===== config.mk =====
export PLATFORM = sky130hd
export DESIGN_NAME = cdc_fifo_push_credit_sender_flat
export DESIGN_NICKNAME = d
export VERILOG_FILES = /design/src/rtl/cdc_fifo_push_credit_sender_if.sv /design/src/rtl/cdc_fifo_push_credit_sender.sv /design/src/flat_wrapper.sv
export SDC_FILE = /design/constraint.sdc
export NUM_CORES = 1
export LEC_CHECK = 0
export ABC_AREA = 1
export CAP_MARGIN = 20
export CORE_AREA = 2 2 55 57
export CTS_CLUSTER_DIAMETER = 60
export DETAILED_ROUTE_END_ITERATION = 12
export DIE_AREA = 0 0 57 59
export GPL_TIMING_DRIVEN = 0
export PLACE_DENSITY = 0.94
export SLEW_MARGIN = 0
export SYNTH_ARGS = -nofsm -noshare
export SYNTH_HDL_FRONTEND = slang
export SYNTH_SLANG_ARGS = --single-unit

===== constraint.sdc =====
create_clock -name push_clk -period 7.45 [get_ports push_clk]
set_input_delay 0.745 -clock push_clk [delete_from_list [all_inputs] [get_ports push_clk]]
set_output_delay 0.745 -clock push_clk [all_outputs]
set_load 0.005 [all_outputs]

===== src/rtl/cdc_fifo_push_credit_sender_if.sv =====
// Handshake bundle between producer, credit sender and the push side of the CDC FIFO.
// master = the credit sender, slave = the surrounding producer/FIFO environment.
interface cdc_fifo_push_credit_sender_if #(
    parameter int DATA_WIDTH = 8
);
    logic                  in_valid;
    logic                  in_ready;
    logic [DATA_WIDTH-1:0] in_data;
    logic                  push_valid;
    logic [DATA_WIDTH-1:0] push_data;
    logic                  push_credit;

    modport master (
        input  in_valid,
        output in_ready,
        input  in_data,
        output push_valid,
        output push_data,
        input  push_credit
    );

    modport slave (
        output in_valid,
        input  in_ready,
        output in_data,
        input  push_valid,
        input  push_data,
        output push_credit
    );
endinterface


===== src/rtl/cdc_fifo_push_credit_sender.sv =====
// Credit-based sender feeding the push side of the CDC flop-RAM FIFO.
// Holds one credit per free FIFO slot; spends one per push beat, re-absorbs returned credits.
module cdc_fifo_push_credit_sender #(
    parameter int DATA_WIDTH   = 8,
    parameter int MAX_CREDITS  = 17,
    parameter int CREDIT_WIDTH = 5
) (
    input  logic                          push_clk,
    input  logic                          push_rst_n,
    cdc_fifo_push_credit_sender_if.master bus,
    input  logic                          push_credit_stall,
    input  logic [CREDIT_WIDTH-1:0]       credit_initial_push,
    input  logic [CREDIT_WIDTH-1:0]       credit_withhold_push,
    output logic                          push_sender_in_reset,
    output logic [CREDIT_WIDTH-1:0]       credit_count_push,
    output logic [CREDIT_WIDTH-1:0]       credit_available_push,
    output logic                          credit_overflow
);

    if ((1 << CREDIT_WIDTH) <= MAX_CREDITS) begin : g_bad_cfg
        $error("CREDIT_WIDTH too narrow for MAX_CREDITS");
    end

    localparam logic [CREDIT_WIDTH-1:0] MAX_C = CREDIT_WIDTH'(MAX_CREDITS);
    localparam logic [CREDIT_WIDTH-1:0] ONE_C = CREDIT_WIDTH'(1);

    typedef enum logic [1:0] {
        ST_RESET  = 2'd0,
        ST_INIT   = 2'd1,
        ST_ACTIVE = 2'd2
    } state_t;

    state_t                  state_q, state_d;
    logic [CREDIT_WIDTH-1:0] count_q, count_d;
    logic                    overflow_q, overflow_d;
    logic                    in_reset_q, in_reset_d;
    logic                    push_valid_q, push_valid_d;
    logic [DATA_WIDTH-1:0]   push_data_q, push_data_d;
    logic [CREDIT_WIDTH-1:0] avail_s;
    logic                    in_ready_s;
    logic                    fire_s;

    function automatic logic [CREDIT_WIDTH-1:0] clamp_credits(input logic [CREDIT_WIDTH-1:0] v);
        if (v > MAX_C) begin
            clamp_credits = MAX_C;
        end else begin
            clamp_credits = v;
        end
    endfunction

    // Spendable credits and producer handshake
    always_comb begin
        avail_s = {CREDIT_WIDTH{1'b0}};
        if (count_q > credit_withhold_push) begin
            avail_s = count_q - credit_withhold_push;
        end else begin
            avail_s = {CREDIT_WIDTH{1'b0}};
        end
        in_ready_s = (state_q == ST_ACTIVE) && !push_credit_stall
                     && (avail_s != {CREDIT_WIDTH{1'b0}});
        fire_s     = bus.in_valid && in_ready_s;
    end

    // Next-state: sequencing, credit accounting and push beat
    always_comb begin
        state_d      = state_q;
        count_d      = count_q;
        overflow_d   = overflow_q;
        push_valid_d = fire_s;
        push_data_d  = push_data_q;

        if (fire_s) begin
            push_data_d = bus.in_data;
        end else begin
            push_data_d = push_data_q;
        end

        case (state_q)
            ST_RESET: begin
                state_d = ST_INIT;
                count_d = {CREDIT_WIDTH{1'b0}};
            end
            ST_INIT: begin
                state_d = ST_ACTIVE;
                count_d = clamp_credits(credit_initial_push);
            end
            ST_ACTIVE: begin
                state_d = ST_ACTIVE;
                // fire and return together leave the count untouched
                if (fire_s && !bus.push_credit) begin
                    count_d = count_q - ONE_C;
                end else if (!fire_s && bus.push_credit) begin
                    if (count_q >= MAX_C) begin
                        count_d    = MAX_C;
                        overflow_d = 1'b1;
                    end else begin
                        count_d = count_q + ONE_C;
                    end
                end else begin
                    count_d = count_q;
                end
            end
            default: begin
                state_d = ST_RESET;
                count_d = {CREDIT_WIDTH{1'b0}};
            end
        endcase

        in_reset_d = (state_d != ST_ACTIVE);
    end

    // State and output registers
    always_ff @(posedge push_clk or negedge push_rst_n) begin
        if (!push_rst_n) begin
            state_q      <= ST_RESET;
            count_q      <= {CREDIT_WIDTH{1'b0}};
            overflow_q   <= 1'b0;
            in_reset_q   <= 1'b1;
            push_valid_q <= 1'b0;
            push_data_q  <= {DATA_WIDTH{1'b0}};
        end else begin
            state_q      <= state_d;
            count_q      <= count_d;
            overflow_q   <= overflow_d;
            in_reset_q   <= in_reset_d;
            push_valid_q <= push_valid_d;
            push_data_q  <= push_data_d;
        end
    end

    assign bus.in_ready           = in_ready_s;
    assign bus.push_valid         = push_valid_q;
    assign bus.push_data          = push_data_q;
    assign push_sender_in_reset   = in_reset_q;
    assign credit_count_push      = count_q;
    assign credit_available_push  = avail_s;
    assign credit_overflow        = overflow_q;

endmodule


===== src/flat_wrapper.sv =====
// flat-port wrapper written by rule: the top's interface ports become plain ports
module cdc_fifo_push_credit_sender_flat 
#(
    parameter int DATA_WIDTH   = 8,
    parameter int MAX_CREDITS  = 17,
    parameter int CREDIT_WIDTH = 5
)
  (push_clk, push_rst_n, push_credit_stall, credit_initial_push, credit_withhold_push, push_sender_in_reset, credit_count_push, credit_available_push, credit_overflow, bus_in_valid, bus_in_ready, bus_in_data, bus_push_valid, bus_push_data, bus_push_credit);
  cdc_fifo_push_credit_sender_if #(.DATA_WIDTH(DATA_WIDTH)) bus_i ();
  input  logic push_clk;
  input  logic push_rst_n;
  input  logic push_credit_stall;
  input  logic [CREDIT_WIDTH-1:0] credit_initial_push;
  input  logic [CREDIT_WIDTH-1:0] credit_withhold_push;
  output logic push_sender_in_reset;
  output logic [CREDIT_WIDTH-1:0] credit_count_push;
  output logic [CREDIT_WIDTH-1:0] credit_available_push;
  output logic credit_overflow;
  input wire logic [$bits(bus_i.in_valid)-1:0] bus_in_valid;
  output wire logic [$bits(bus_i.in_ready)-1:0] bus_in_ready;
  input wire logic [$bits(bus_i.in_data)-1:0] bus_in_data;
  output wire logic [$bits(bus_i.push_valid)-1:0] bus_push_valid;
  output wire logic [$bits(bus_i.push_data)-1:0] bus_push_data;
  input wire logic [$bits(bus_i.push_credit)-1:0] bus_push_credit;
  assign bus_i.in_valid = bus_in_valid;
  assign bus_in_ready = bus_i.in_ready;
  assign bus_i.in_data = bus_in_data;
  assign bus_push_valid = bus_i.push_valid;
  assign bus_push_data = bus_i.push_data;
  assign bus_i.push_credit = bus_push_credit;
  cdc_fifo_push_credit_sender #(.DATA_WIDTH(DATA_WIDTH), .MAX_CREDITS(MAX_CREDITS), .CREDIT_WIDTH(CREDIT_WIDTH)) u_core (.push_clk(push_clk), .push_rst_n(push_rst_n), .bus(bus_i), .push_credit_stall(push_credit_stall), .credit_initial_push(credit_initial_push), .credit_withhold_push(credit_withhold_push), .push_sender_in_reset(push_sender_in_reset), .credit_count_push(credit_count_push), .credit_available_push(credit_available_push), .credit_overflow(credit_overflow));
endmodule

Word level (Yosys, flattened, before mapping)
Cells that the tools add are included.
{ "classes": {"addsub": 3, "n_lt_le_gt_ge": 3, "eq_ne": 4, "n_mux": 7, "bitwise_logic": 1, "reduce_logical": 12} }
{ "op_table": {"columns": ["cell", "n"], "rows": [
  ["5-bit 2-to-1 mux", 5],
  ["5-bit one-hot mux with 2 select lines", 1],
  ["5-bit by 1-bit adder with 5-bit output, second input constant", 1],
  ["5-bit greater-or-equal comparator, second input constant", 1],
  ["5-bit > comparator", 1],
  ["5-bit > comparator, second input constant", 1],
  ["1-bit logical AND", 5],
  ["5-bit nonzero test", 1],
  ["5-bit by 1-bit subtractor with 5-bit output, second input constant", 1],
  ["5-bit subtractor", 1],
  ["2-bit one-hot mux with 2 select lines", 1],
  ["4-bit AND reduction", 1],
  ["1-bit logical NOT", 3],
  ["3-bit inequality test, second input constant", 1],
  ["2-bit by 1-bit equality test with 1-bit output, second input constant", 1],
  ["2-bit equality test, second input constant", 1],
  ["2-bit logical NOT", 1],
  ["2-bit inequality test, second input constant", 1],
  ["2-bit OR reduction", 1],
  ["1-bit NOT", 1]
]} }
{ "word_totals": {"reg_bits": 18, "input_bits": 23} }

Longest topological paths before layout
{ "logic_depth": {"depth_word": 10, "depth_mapped": 21, "depth_no_buf": 20} }

Least setup slack after synthesis
Ideal clock, no wire load.
{ "synth_path": {"path_kind": "input to register", "from": "input credit_withhold_push[0]", "to": "register u_core.count_q[2] (netlist: u_core.credit_count_push[2])", "arrival_ps": 3010, "required_ps": 7323, "setup_slack_ps": 4313, "stages": 18, "path_cell_list": "ha_1 -> fa_1 -> nand3b_1 -> nand2_1 -> nand2_1 -> nand2_1 -> inv_1 -> nand2_2 -> nand3_4 -> nand3_4 -> inv_1 -> ha_1 -> clkbuf_1 -> o21ai_0 -> xor2_1 -> o21ai_0 -> nand2_1 -> o21ai_0"} }
{ "synth_via": {"elab_chain_cells": 8, "elab_cells_between_ends": 12, "classes_between": "add/sub: 1; order compare: 1; eq/ne: 1; mux: 3; reduce/logical: 6"} }
{ "synth_lines": {"columns": ["element", "line_no", "source"], "rows": [
  ["start: declaration", "flat_wrapper.sv:14", "input logic [CREDIT_WIDTH-1:0] credit_withhold_push;"],
  ["5-bit subtractor / 5-bit > comparator (equally long branches)", "cdc_fifo_push_credit_sender.sv:55, cdc_fifo_push_credit_sender.sv:54", null],
  ["5-bit 2-to-1 mux (*)", "cdc_fifo_push_credit_sender.sv:54", "if (count_q > credit_withhold_push) begin"],
  ["5-bit nonzero test (*)", "cdc_fifo_push_credit_sender.sv:60", "&& (avail_s != {CREDIT_WIDTH{1'b0}});"],
  ["1-bit logical AND (*)", "cdc_fifo_push_credit_sender.sv:60", null],
  ["1-bit logical AND (*)", "cdc_fifo_push_credit_sender.sv:61", "fire_s = bus.in_valid && in_ready_s;"],
  ["via u_core.fire_s", "cdc_fifo_push_credit_sender.sv:41", "logic fire_s;"],
  ["1-bit logical AND / 1-bit logical NOT (equally long branches)", "cdc_fifo_push_credit_sender.sv:90, cdc_fifo_push_credit_sender.sv:92", null],
  ["5-bit 2-to-1 mux / 1-bit logical AND (equally long branches)", "cdc_fifo_push_credit_sender.sv:90, cdc_fifo_push_credit_sender.sv:92", null],
  ["5-bit one-hot mux with 2 select lines / 3-bit inequality test (equally long branches)", null, null],
  ["end signal: assignment", "cdc_fifo_push_credit_sender.sv:116", "count_q <= {CREDIT_WIDTH{1'b0}};"],
  ["end signal: assignment", "cdc_fifo_push_credit_sender.sv:123", "count_q <= count_d;"],
  ["end: declaration", "cdc_fifo_push_credit_sender.sv:34", "logic [CREDIT_WIDTH-1:0] count_q, count_d;"]
]} }
The timed path passes the listed nets; every way through them passes the cells marked *.
A chain may end at the register's enable or synchronous reset.

Final worst setup path
{ "layout_path": {"from": "input credit_withhold_push[0]", "to": "output bus_in_ready"} }
{ "layout_via": {"elab_chain_cells": 4, "elab_cells_between_ends": 5, "classes_between": "add/sub: 1; order compare: 1; mux: 1; reduce/logical: 2"} }
{ "layout_lines": {"columns": ["element", "line_no", "source"], "rows": [
  ["5-bit subtractor / 5-bit > comparator (equally long branches)", "cdc_fifo_push_credit_sender.sv:55, cdc_fifo_push_credit_sender.sv:54", null],
  ["5-bit 2-to-1 mux (*)", "cdc_fifo_push_credit_sender.sv:54", null],
  ["5-bit nonzero test (*)", "cdc_fifo_push_credit_sender.sv:60", null],
  ["1-bit logical AND (*)", "cdc_fifo_push_credit_sender.sv:60", null],
  ["end: declaration", "flat_wrapper.sv:20", "output wire logic [$bits(bus_i.in_ready)-1:0] bus_in_ready;"]
]} }
Every way passes the cells marked *; elsewhere a longest branch is shown, timed or not.

==> flow_summary.toml <==
[hold_path]
min_to = "u_core.bus.push_data[7]$_DFFE_PN0P_"
hp-start = "u_core.bus.push_data[7]$_DFFE_PN0P_"
min_path_type = "register to register"
min_path_cells = 2

[routing]
final_antenna_net_count = 0
wl_per_cell_um = 12.23
drt_iter0_markers = 40
vias_per_cell = 5.119
firstDrtPassIters = 4
drt_wl_total_um = 3082
vias = 1290
remaining_drc_errors = 0

[yosys]
syn-num-nets = 211
synth_xor_area_frac = 0.01992
synth-compound-area-share = 0.1053
synth_simple_gate_area_frac = 0.3046
syn_area_sq_um = 1319
synth_seq_cells = 18
yosysMostFrequentCell = "nand2_1"
synth_top_family_by_area = "simple AND/OR/NAND/NOR gates"
synth_cells = 174
synthAdderAreaFrac = 0.1385
synth_area_per_cell_sq_um = 7.579
synthDistinctLibCells = 26
yosys-top-cells-count = "nand2_1 (48), inv_1 (29), dfrtp_1 (17)"
synth_edf_count = 0
synth_ff_type = "dfrtp_1"
synth.area.mux_share = 0
synthTopCellsByArea = "dfrtp_1 (32%), nand2_1 (14%), ha_1 (12%)"
yosysWarnings = 0
synth_top_area_share = 0.3226
synth_top_area_cell = "dfrtp_1"
async_flop_share = 1.000
ys_seq_area_frac = 0.3425

[setup_path]
cp_max_fo = 10
crit_path_end_kind = "output port"
worst-path-buf-inv = 4
crit_type = "input pin to output port"
cp-start-kind = "input pin"
reg2reg_slack_ps = 4010
ff2ff_path_depth = 19
r2r_start = "u_core.credit_count_push[0]$_DFFE_PN0P_"
slowest_stage = "clkdlybuf4s50_1"
crit_chain = "clkdlybuf4s50_1 -> ha_1 -> fa_1 -> nand3b_1 -> nand3b_1 -> nand2_1 -> inv_1 -> nand2_2 -> nand3_4 -> nand2_1 -> inv_1 -> clkdlybuf4s50_1"
required_ps = 6700
crit_start = "credit_withhold_push[0]"
reg2reg_to = "u_core.credit_count_push[1]$_DFFE_PN0P_"
arrival_ps = 3080
cpPeakStageDelay_ps = 490
critical-path-top-delay-family = "buffers and inverters"

[clock_tree]
cts_max_level = 1
cts_resized = 0
clk_pin_slew_ps = 100
ctsHoldBuffers = 0
clk_latency_ps = 310
cts_buffer_depth = 2
cts_buffers = 3
cts_setup_buffers = 0
root_buffer = "clkbuf_4"
cts_tree = "built"
cts.sinks = 18

[timing]
rsz0062_at_grt = "no"
slew_viol_final = 0
worst_pin_slew_ps = 789.6
maxSlewHeadroom = 0.4719
timing.setup.tns_ps = 0
fin_crit_sh = 0.5129
fin_skew_ps = 1.568
finalSetupViolations = 0
hold_viol = 0
max_freq_mhz = 261.7
period_needed_ps = 3821

[flow_run]
drv_cap = 0

[power]
power.share.sequential = 0.256
powerDensity_nw_per_um2 = 352.6
p_sw_mw = 0.2823
combPwrFrac = 0.647
total_power_mw = 0.6432
irDropWorstVdd_mv = 0.3503
switching_share = 0.4390
clkPwrFrac = 0.097
p_leak_nw = 0.9289
p_int_mw = 0.3609

[layout]
drive_gt1_frac = 0.07240
fin_area_sq_um = 1824
area_growth_pct = 38.33
fin_nets = 259
diodes = 0

[die]
die_h_um = 59
start_util = 0.4866
coreArea_sq_um = 2710
pin_count = 45
die-area_sq_um = 3363
die_w_um = 57
fp-row-count = 19

[grt]
grt_max_degree = 19
grt_usage = 0.2093
grt_pass1_vias = 1274
antenna_found_initial = 0
grt_pass1_wl_um = 5561
grt.overflow.total = 0

[placed_design]
io_buffers = 43
placed_area_sq_um = 1788
place_congestion = 0.8252
dp_hpwl_um = 2396

[run_status]
run_status = "finished clean"
==> final cells by class <==
cell class                      count  area (sq um)
Fill cell                         237         885.9
Multi-Input combinational cell    125         749.5
Sequential cell                    18         451.7
Timing Repair Buffer               43         430.4
Inverter                           29         108.9
Tap cell                           31         38.79
Clock buffer                        4         36.28
Buffer                              2         8.758
==> stage by stage <==
step | utilization | setup slack, ps | std cells | hold WS (ps)
global route | 0.6731 | 3471 | 252 | 502.1
detailed placement | 0.6597 | 3554 | 248 | 465.2
finish | 0.6731 | 3629 | 252 | 484.3
global placement | 0.6597 | 3627 | 248 | 454.2
floorplan | - | 4313 | 174 | 449.4
CTS | 0.6731 | 3616 | 252 | 489.2
==> tightest hold or removal path: stages (launching register included) <==
cell     delay [ps]
dfrtp_1         350
nand2_1          50
nand2_1          50
==> cell families (layout without fill, tap and decap cells) <==
family,after synthesis,count (layout)
simple gates,83,83
buf+inv,31,78
compound gates,25,25
flops,18,18
fa+ha+maj,14,14
xor+xnor,3,3
==> worst max-delay path by stage <==
| stage | slack, ps | depth (start not counted) | to |
|---|---|---|---|
| finish | 3630 | 12 | bus_in_ready |
| floorplan | 4310 | 18 | u_core.credit_count_push[2]$_DFFE_PN0P_ |
| detailed placement | 3550 | 19 | u_core.credit_count_push[2]$_DFFE_PN0P_ |
| global route | 3470 | 14 | bus_in_ready |
| global placement | 3630 | 19 | u_core.credit_count_push[2]$_DFFE_PN0P_ |
| CTS | 3620 | 12 | bus_in_ready |
==> routing by layer <==
metal	wire [um]	share of wire	vias to the layer above	global-route usage
met5	0	0	-	0
met4	63	0.020	0	0.07973
met3	124	0.040	7	0.02183
met2	1560	0.51	32	0.3678
met1	1334	0.43	592	0.2670
li1	-	-	659	-
==> power by group through the flow <==
stage / Combinational [mW] / Clock, mW / Sequential (mW)
2_1_floorplan: 0.245 / 0 / 0.164
3_5_place_dp: 0.414 / 0 / 0.166
6_report: 0.416 / 0.0626 / 0.165
4_1_cts: 0.419 / 0.0625 / 0.164
5_1_grt: 0.477 / 0.0666 / 0.169
3_3_place_gp: 0.402 / 0 / 0.166
==> state kept, by name (all words and copies together), names as in the netlist <==
signal                       cells
u_core.push_sender_in_reset      1
u_core.credit_count_push         5
u_core.bus.push_valid            1
u_core.credit_overflow           1
u_core.state_q                   2
u_core.bus.push_data             8
==> cells in the final DEF (no fill, tap or decap), types with 3 or more instances in the layout <==
cell / netlist / layout
nand2_1: 48 / 48
clkdlybuf4s50_1: 0 / 43
inv_1: 29 / 29
dfrtp_1: 17 / 17
ha_1: 13 / 13
o21ai_0: 12 / 12
nand3_1: 9 / 9
nand4_1: 9 / 9
a21oi_1: 8 / 8
nor2_1: 5 / 5
clkbuf_4: 0 / 3
No activity file was read; power rests on OpenSTA's default activity.
